<file path="src/rtl/bus_timeout_monitor.sv">
// Multi-channel bus timeout monitor: one timeout counter and FSM per master, with
// per-channel sticky status, interrupt, exempt address window and first-error capture.
module bus_timeout_monitor #(
   parameter int              NCH     = 4,
   parameter int              AW      = 32,
   parameter int              CW      = 16,
   parameter int              pTO     = 250,
   parameter logic [AW-1:0]   pEXBASE = 32'hFFDCFFE0,
   parameter logic [AW-1:0]   pEXMASK = 32'hFFFFFFF0
) (
   input  logic              rst_i,
   input  logic              clk_i,
   input  logic [NCH-1:0]    cyc_i,
   input  logic [NCH-1:0]    stb_i,
   input  logic [NCH-1:0]    ack_i,
   input  logic [NCH-1:0]    we_i,
   input  logic [NCH*AW-1:0] adr_i,
   input  logic [CW-1:0]     to_limit_i,
   input  logic [NCH-1:0]    clr_i,
   input  logic [NCH-1:0]    irq_en_i,
   input  logic              cap_clr_i,
   output logic [NCH-1:0]    err_o,
   output logic [NCH-1:0]    err_sticky_o,
   output logic              irq_o,
   output logic              cap_valid_o,
   output logic [3:0]        cap_ch_o,
   output logic [AW-1:0]     cap_adr_o,
   output logic              cap_we_o,
   output logic [7:0]        cap_ovf_o
);

   // Handshake: a request is outstanding on channel n while cyc&stb are high and
   // no ack has been sampled; ack (or cyc dropping) completes it. Once err_o is
   // raised the master must drop cyc to release the channel; ack is ignored then.

   typedef enum logic [1:0] {
      ST_IDLE = 2'd0,
      ST_WAIT = 2'd1,
      ST_ERR  = 2'd2
   } state_t;

   // Per-channel FSM state, kept as an array so it can be probed hierarchically
   state_t          state_q [NCH];
   state_t          state_d [NCH];
   logic [CW-1:0]   cnt_q   [NCH];
   logic [CW-1:0]   cnt_d   [NCH];

   logic [CW-1:0]   lim;
   logic [NCH-1:0]  exempt;
   logic [NCH-1:0]  to_err;
   logic [NCH-1:0]  err_d;
   logic [NCH-1:0]  err_q;
   logic [NCH-1:0]  sticky_q;

   logic            cap_valid_q;
   logic [3:0]      cap_ch_q;
   logic [AW-1:0]   cap_adr_q;
   logic            cap_we_q;
   logic [7:0]      cap_ovf_q;

   logic            found;
   logic [3:0]      first_ch;
   logic [AW-1:0]   first_adr;
   logic            first_we;
   logic [4:0]      n_err;
   logic [8:0]      ovf_sum;
   logic [7:0]      ovf_acc;
   logic [7:0]      ovf_fresh;

   assign lim = (to_limit_i == '0) ? CW'(pTO) : to_limit_i;

   for (genvar g = 0; g < NCH; g++) begin : g_exempt
      assign exempt[g] = ((adr_i[g*AW +: AW] & pEXMASK) == (pEXBASE & pEXMASK));
   end

   always_comb begin
      for (int n = 0; n < NCH; n++) begin
         state_d[n] = state_q[n];
         cnt_d[n]   = cnt_q[n];
         to_err[n]  = 1'b0;
         case (state_q[n])
            ST_IDLE: begin
               if (cyc_i[n] && stb_i[n] && !ack_i[n]) begin
                  state_d[n] = ST_WAIT;
                  cnt_d[n]   = CW'(1);
               end else begin
                  cnt_d[n]   = '0;
               end
            end
            ST_WAIT: begin
               if (ack_i[n] || !cyc_i[n]) begin
                  state_d[n] = ST_IDLE;
                  cnt_d[n]   = '0;
               end else if (cnt_q[n] < lim) begin
                  if (cnt_q[n] != '1) cnt_d[n] = cnt_q[n] + CW'(1);
               end else if (stb_i[n] && exempt[n]) begin
                  // Exempt targets restart the timer rather than erroring
                  cnt_d[n]   = CW'(1);
               end else begin
                  state_d[n] = ST_ERR;
                  cnt_d[n]   = '0;
                  to_err[n]  = 1'b1;
               end
            end
            ST_ERR: begin
               cnt_d[n] = '0;
               if (!cyc_i[n]) state_d[n] = ST_IDLE;
            end
            default: begin
               state_d[n] = ST_IDLE;
               cnt_d[n]   = '0;
            end
         endcase
         err_d[n] = (state_d[n] == ST_ERR);
      end
   end

   always_ff @(posedge clk_i or posedge rst_i) begin
      if (rst_i) begin
         for (int n = 0; n < NCH; n++) begin
            state_q[n] <= ST_IDLE;
            cnt_q[n]   <= '0;
         end
         err_q    <= '0;
         sticky_q <= '0;
      end else begin
         for (int n = 0; n < NCH; n++) begin
            state_q[n] <= state_d[n];
            cnt_q[n]   <= cnt_d[n];
         end
         err_q    <= err_d;
         // Set wins over a simultaneous write-1-to-clear
         sticky_q <= (sticky_q & ~clr_i) | to_err;
      end
   end

   // Pick the lowest-index new error and count all new errors this edge
   always_comb begin
      found     = 1'b0;
      first_ch  = '0;
      first_adr = '0;
      first_we  = 1'b0;
      n_err     = '0;
      for (int n = 0; n < NCH; n++) begin
         if (to_err[n]) begin
            n_err = n_err + 5'd1;
            if (!found) begin
               found     = 1'b1;
               first_ch  = 4'(n);
               first_adr = adr_i[n*AW +: AW];
               first_we  = we_i[n];
            end
         end
      end
   end

   assign ovf_sum   = {1'b0, cap_ovf_q} + {4'b0, n_err};
   assign ovf_acc   = ovf_sum[8] ? 8'hFF : ovf_sum[7:0];
   assign ovf_fresh = found ? {3'b0, n_err - 5'd1} : 8'h00;

   always_ff @(posedge clk_i or posedge rst_i) begin
      if (rst_i) begin
         cap_valid_q <= 1'b0;
         cap_ch_q    <= '0;
         cap_adr_q   <= '0;
         cap_we_q    <= 1'b0;
         cap_ovf_q   <= '0;
      end else if (found) begin
         if (!cap_valid_q || cap_clr_i) begin
            cap_valid_q <= 1'b1;
            cap_ch_q    <= first_ch;
            cap_adr_q   <= first_adr;
            cap_we_q    <= first_we;
            cap_ovf_q   <= ovf_fresh;
         end else begin
            cap_ovf_q   <= ovf_acc;
         end
      end else if (cap_clr_i) begin
         cap_valid_q <= 1'b0;
         cap_ovf_q   <= '0;
      end
   end

   assign err_o        = err_q;
   assign err_sticky_o = sticky_q;
   assign irq_o        = |(sticky_q & irq_en_i);
   assign cap_valid_o  = cap_valid_q;
   assign cap_ch_o     = cap_ch_q;
   assign cap_adr_o    = cap_adr_q;
   assign cap_we_o     = cap_we_q;
   assign cap_ovf_o    = cap_ovf_q;

endmodule

</file>
<file path="config.mk">
export PLATFORM = sky130hd
export DESIGN_NAME = bus_timeout_monitor
export DESIGN_NICKNAME = d
export VERILOG_FILES = /design/src/rtl/bus_timeout_monitor.sv
export SDC_FILE = /design/constraint.sdc
export NUM_CORES = 1
export LEC_CHECK = 0
export BUFFER_PORTS_ARGS = -buffer_cell sky130_fd_sc_hd__buf_2
export CORE_ASPECT_RATIO = 1.5
export CORE_MARGIN = 2
export CORE_UTILIZATION = 35
export CTS_CLUSTER_DIAMETER = 40
export DETAILED_ROUTE_END_ITERATION = 10
export SKIP_CTS_REPAIR_TIMING = 1
export SLEW_MARGIN = 20
export SYNTH_ARGS = -nofsm -noshare
export SYNTH_HDL_FRONTEND = slang
export SYNTH_SLANG_ARGS = --single-unit
export TNS_END_PERCENT = 30
</file>
<file path="constraint.sdc">
create_clock -name clk_i -period 8.8 [get_ports clk_i]
set_clock_uncertainty 0.2 [all_clocks]
set_input_delay 1.32 -clock clk_i [delete_from_list [all_inputs] [get_ports clk_i]]
set_output_delay 1.32 -clock clk_i [all_outputs]
set_load 0.01 [all_outputs]
</file>
==> run metrics <==
status=complete, no violations; FF-to-FF path depth=23; Post-synth EDFFs=0; design area=0.0109 mm²; Max Transition Viols Final=0; post-detail-place hpwl=23700 µm; vias per cell=5.58; hold_sp=state_q[3]; Slew @ Worst Pin=1.03 ns; Top Metal Used=met4; CP endpoint=cap_ovf_o[3]; max capacitance violation total=0; Ys Warns=0; first-pass GRT wire length=47900 µm; Primary FF master, synth=dfrtp_1; WP data required=between 8 and 9 ns; worst r2r dst=cap_ovf_o[3]; Fin Setup TNS=0 ns; CTS Buf Count=17; fin nets=1483; GRT overflow=0; worst hold path depth=1; worst-skew pair later-pin latency=0.42 ns; routability cong.=0.881; share of cells above drive strength 1=22.7%; core area=0.0251 mm²; H-tree depth=4; Slew HR=a little under a third; placed cell area=0.0103 mm²; # rows=71; Pwr Density=128 mW/mm²; Initial Util=35.7%; Tightest Hold Check Type=reg -> reg; Die H=200 µm; Remaining DRCs=0; Final period util=75.2%; Leak=roughly 5.3 nW; unrepaired setup endpoints after global routing=false; Critical-path top delay cell=or4_1; Most Frequent Cell on Critical Path=ha_1; Die Area=~0.027 mm²; Worst R2R Start=cnt_q[41]; Die X=135 µm; Non-Filler Instances=1576; Post-Place Cells=~1500; Max Clk Rate=0.151 GHz; critical path type=in -> reg; vias in the first global route=8793; final setup violation count=0; Cells after Synth=approximately 1000; Worst setup SP type=primary input; TritonCTS Sinks=124; CTS Buffer Depth=2; Critical Path Start=to_limit_i[9]; root buf cell=clkbuf_16; Synth async-reset ratio=100%; post-route ant nets=0; flop and latch count out of synthesis=roughly 120; 1st-pass router iterations=5; antenna violations before repair=0; CTS tree=done; initial DRC count=about 540; Port Buf Inserts=between 200 and 250; CP max FO=39; largest net degree at the start of global routing=73; area delta synth->final=21.1%; vias=8801; ant diodes=0; IR drop worst, VDD=about 0.13 mV; Seq/Total Area, Yosys=34.5%; Worst setup EP type=flip-flop; met3 wire length=1750 µm; GRT Total Usage=between 20% and 30%; I/O pins=226; Clock Pin Slew Worst Setup and Hold Paths=roughly 0.060 ns; fill cell count=2538; Netlist cell types=62; wl on met1=around 12000 µm; met2 routed WL=around 16000 µm; R2R setup slack=around 3.3 ns; final wirelength=30900 µm; crit-path max cell delay=about 0.40 ns; Final Hold Vio Count=0; Mapped Area=roughly 0.0090 mm²; wire per inst=19.6 µm; Final Critical Period=approximately 6.6 ns; Mean Syn Cell Area=8.64 µm²; Worst EP arrival=6.73 ns
-- worst min-delay path by stage --
stage | end | slack (ns)
after global placement | state_q[3] | 0.31
final | err_o[2] | 0.31
after floorplan | state_q[6] | 0.28
after CTS | err_o[2] | 0.31
after global routing | state_q[3] | 0.36
after detailed placement | err_o[2] | 0.32
-- registers in the layout (all words and copies together) (netlist names), 2 cells and up --
register and count:
cap_adr_o 32, cap_ch_o 2, cap_ovf_o 8, cnt_q 64, err_o 4, err_sticky_o 4
state_q 8
-- worst max-delay path, delay by kind of cell --
| family | cells | cell delay [ns] |
|---|---|---|
| simple gates | 9 | 2.08 |
| xor+xnor | 2 | 0.40 |
| buf+inv | 5 | 0.64 |
| fa+ha+maj | 4 | 1.06 |
| compound gates | 7 | 1.17 |
-- layout by cell type (no fill, tap or decap), drive strengths merged, types with 4 or more instances in the layout --
cell	n
a31o	6
nand3	72
nand2	105
nor3	10
nand3b	7
a31oi	41
nor2b	6
o221ai	30
nand2b	4
dfrtp	124
a22oi	8
and4	6
a211oi	7
xnor2	13
or3b	5
or2	4
a21oi	47
inv	32
nor2	115
a21o	43
buf	232
xor2	40
mux2i	5
clkbuf	22
clkinv	4
o21ai	32
and3	15
nor4	12
and2	4
nand4	42
nand4b	11
ha	74
nor3b	37
-- through the flow --
step                utilization (%)  hold WS (ns)  worst slack [ns]  total power (W)
finish                         43.3         0.311              2.18          0.00139
global route                   43.3         0.358              1.68          0.00145
CTS                            43.3         0.314              2.19          0.00141
detailed placement             41.0         0.316              1.76         0.000694
global placement               41.0         0.309              1.88         0.000693
floorplan                         -         0.281              2.52         0.000624
-- cell families after synthesis --
group	count (synthesis)	share of synthesized area (%)
buf+inv	87	4.68
simple gates	463	26.6
fa+ha+maj	75	10.5
flops	124	34.5
other cells	1	0.0417
mux	6	0.682
compound gates	231	17.5
xor+xnor	53	5.37
-- Yosys cell counts, types with 6 or more instances --
cell type	number	area (µm²)
a211oi_1	7	52.6
a21o_1	43	323
a21oi_1	47	235
a22oi_1	8	60.1
a31oi_1	41	257
and3_1	15	93.8
and4_1	6	52.6
buf_2	6	30.0
buf_6	10	113
clkbuf_1	36	135
dfrtp_1	124	3100
ha_1	74	926
inv_1	32	120
nand2_1	105	394
nand3_1	71	355
nand3b_1	7	52.6
nand4_1	42	263
nand4b_1	11	96.3
nor2_1	113	424
nor2b_1	6	37.5
nor3_1	10	50.1
nor3b_1	37	278
nor4_1	12	75.1
o21ai_0	32	160
o221ai_1	30	263
xnor2_1	12	105
xor2_1	40	350
-- where the power goes --
| part | total (W) | switching [W] | internal (W) | leakage [nW] |
|---|---|---|---|---|
| registers | 0.000576 | 0.00000343 | 0.000572 | 1.73 |
| logic | 0.000108 | 0.0000649 | 0.0000429 | 3.28 |
| clock network | 0.000711 | 0.000256 | 0.000455 | 0.286 |
-- cell type report --
type,count,area (µm²),area share [%]
multi-input combinational,830,5480,50.4
tap,328,410,3.77
inverter,32,125,1.15
sequential,124,3100,28.5
timing repair buffer,232,1180,10.9
clock inverter,8,118,1.08
clock buffer,22,464,4.26
-- layer usage --
metal / vias to the layer above / global-route usage [%]
li1: 4226 / -
met1: 4197 / 25.8
met2: 312 / 40.8
met3: 66 / 4.38
met4: 0 / 11.0
met5: - / 0
Note: power is estimated with default switching activity, not from simulation.
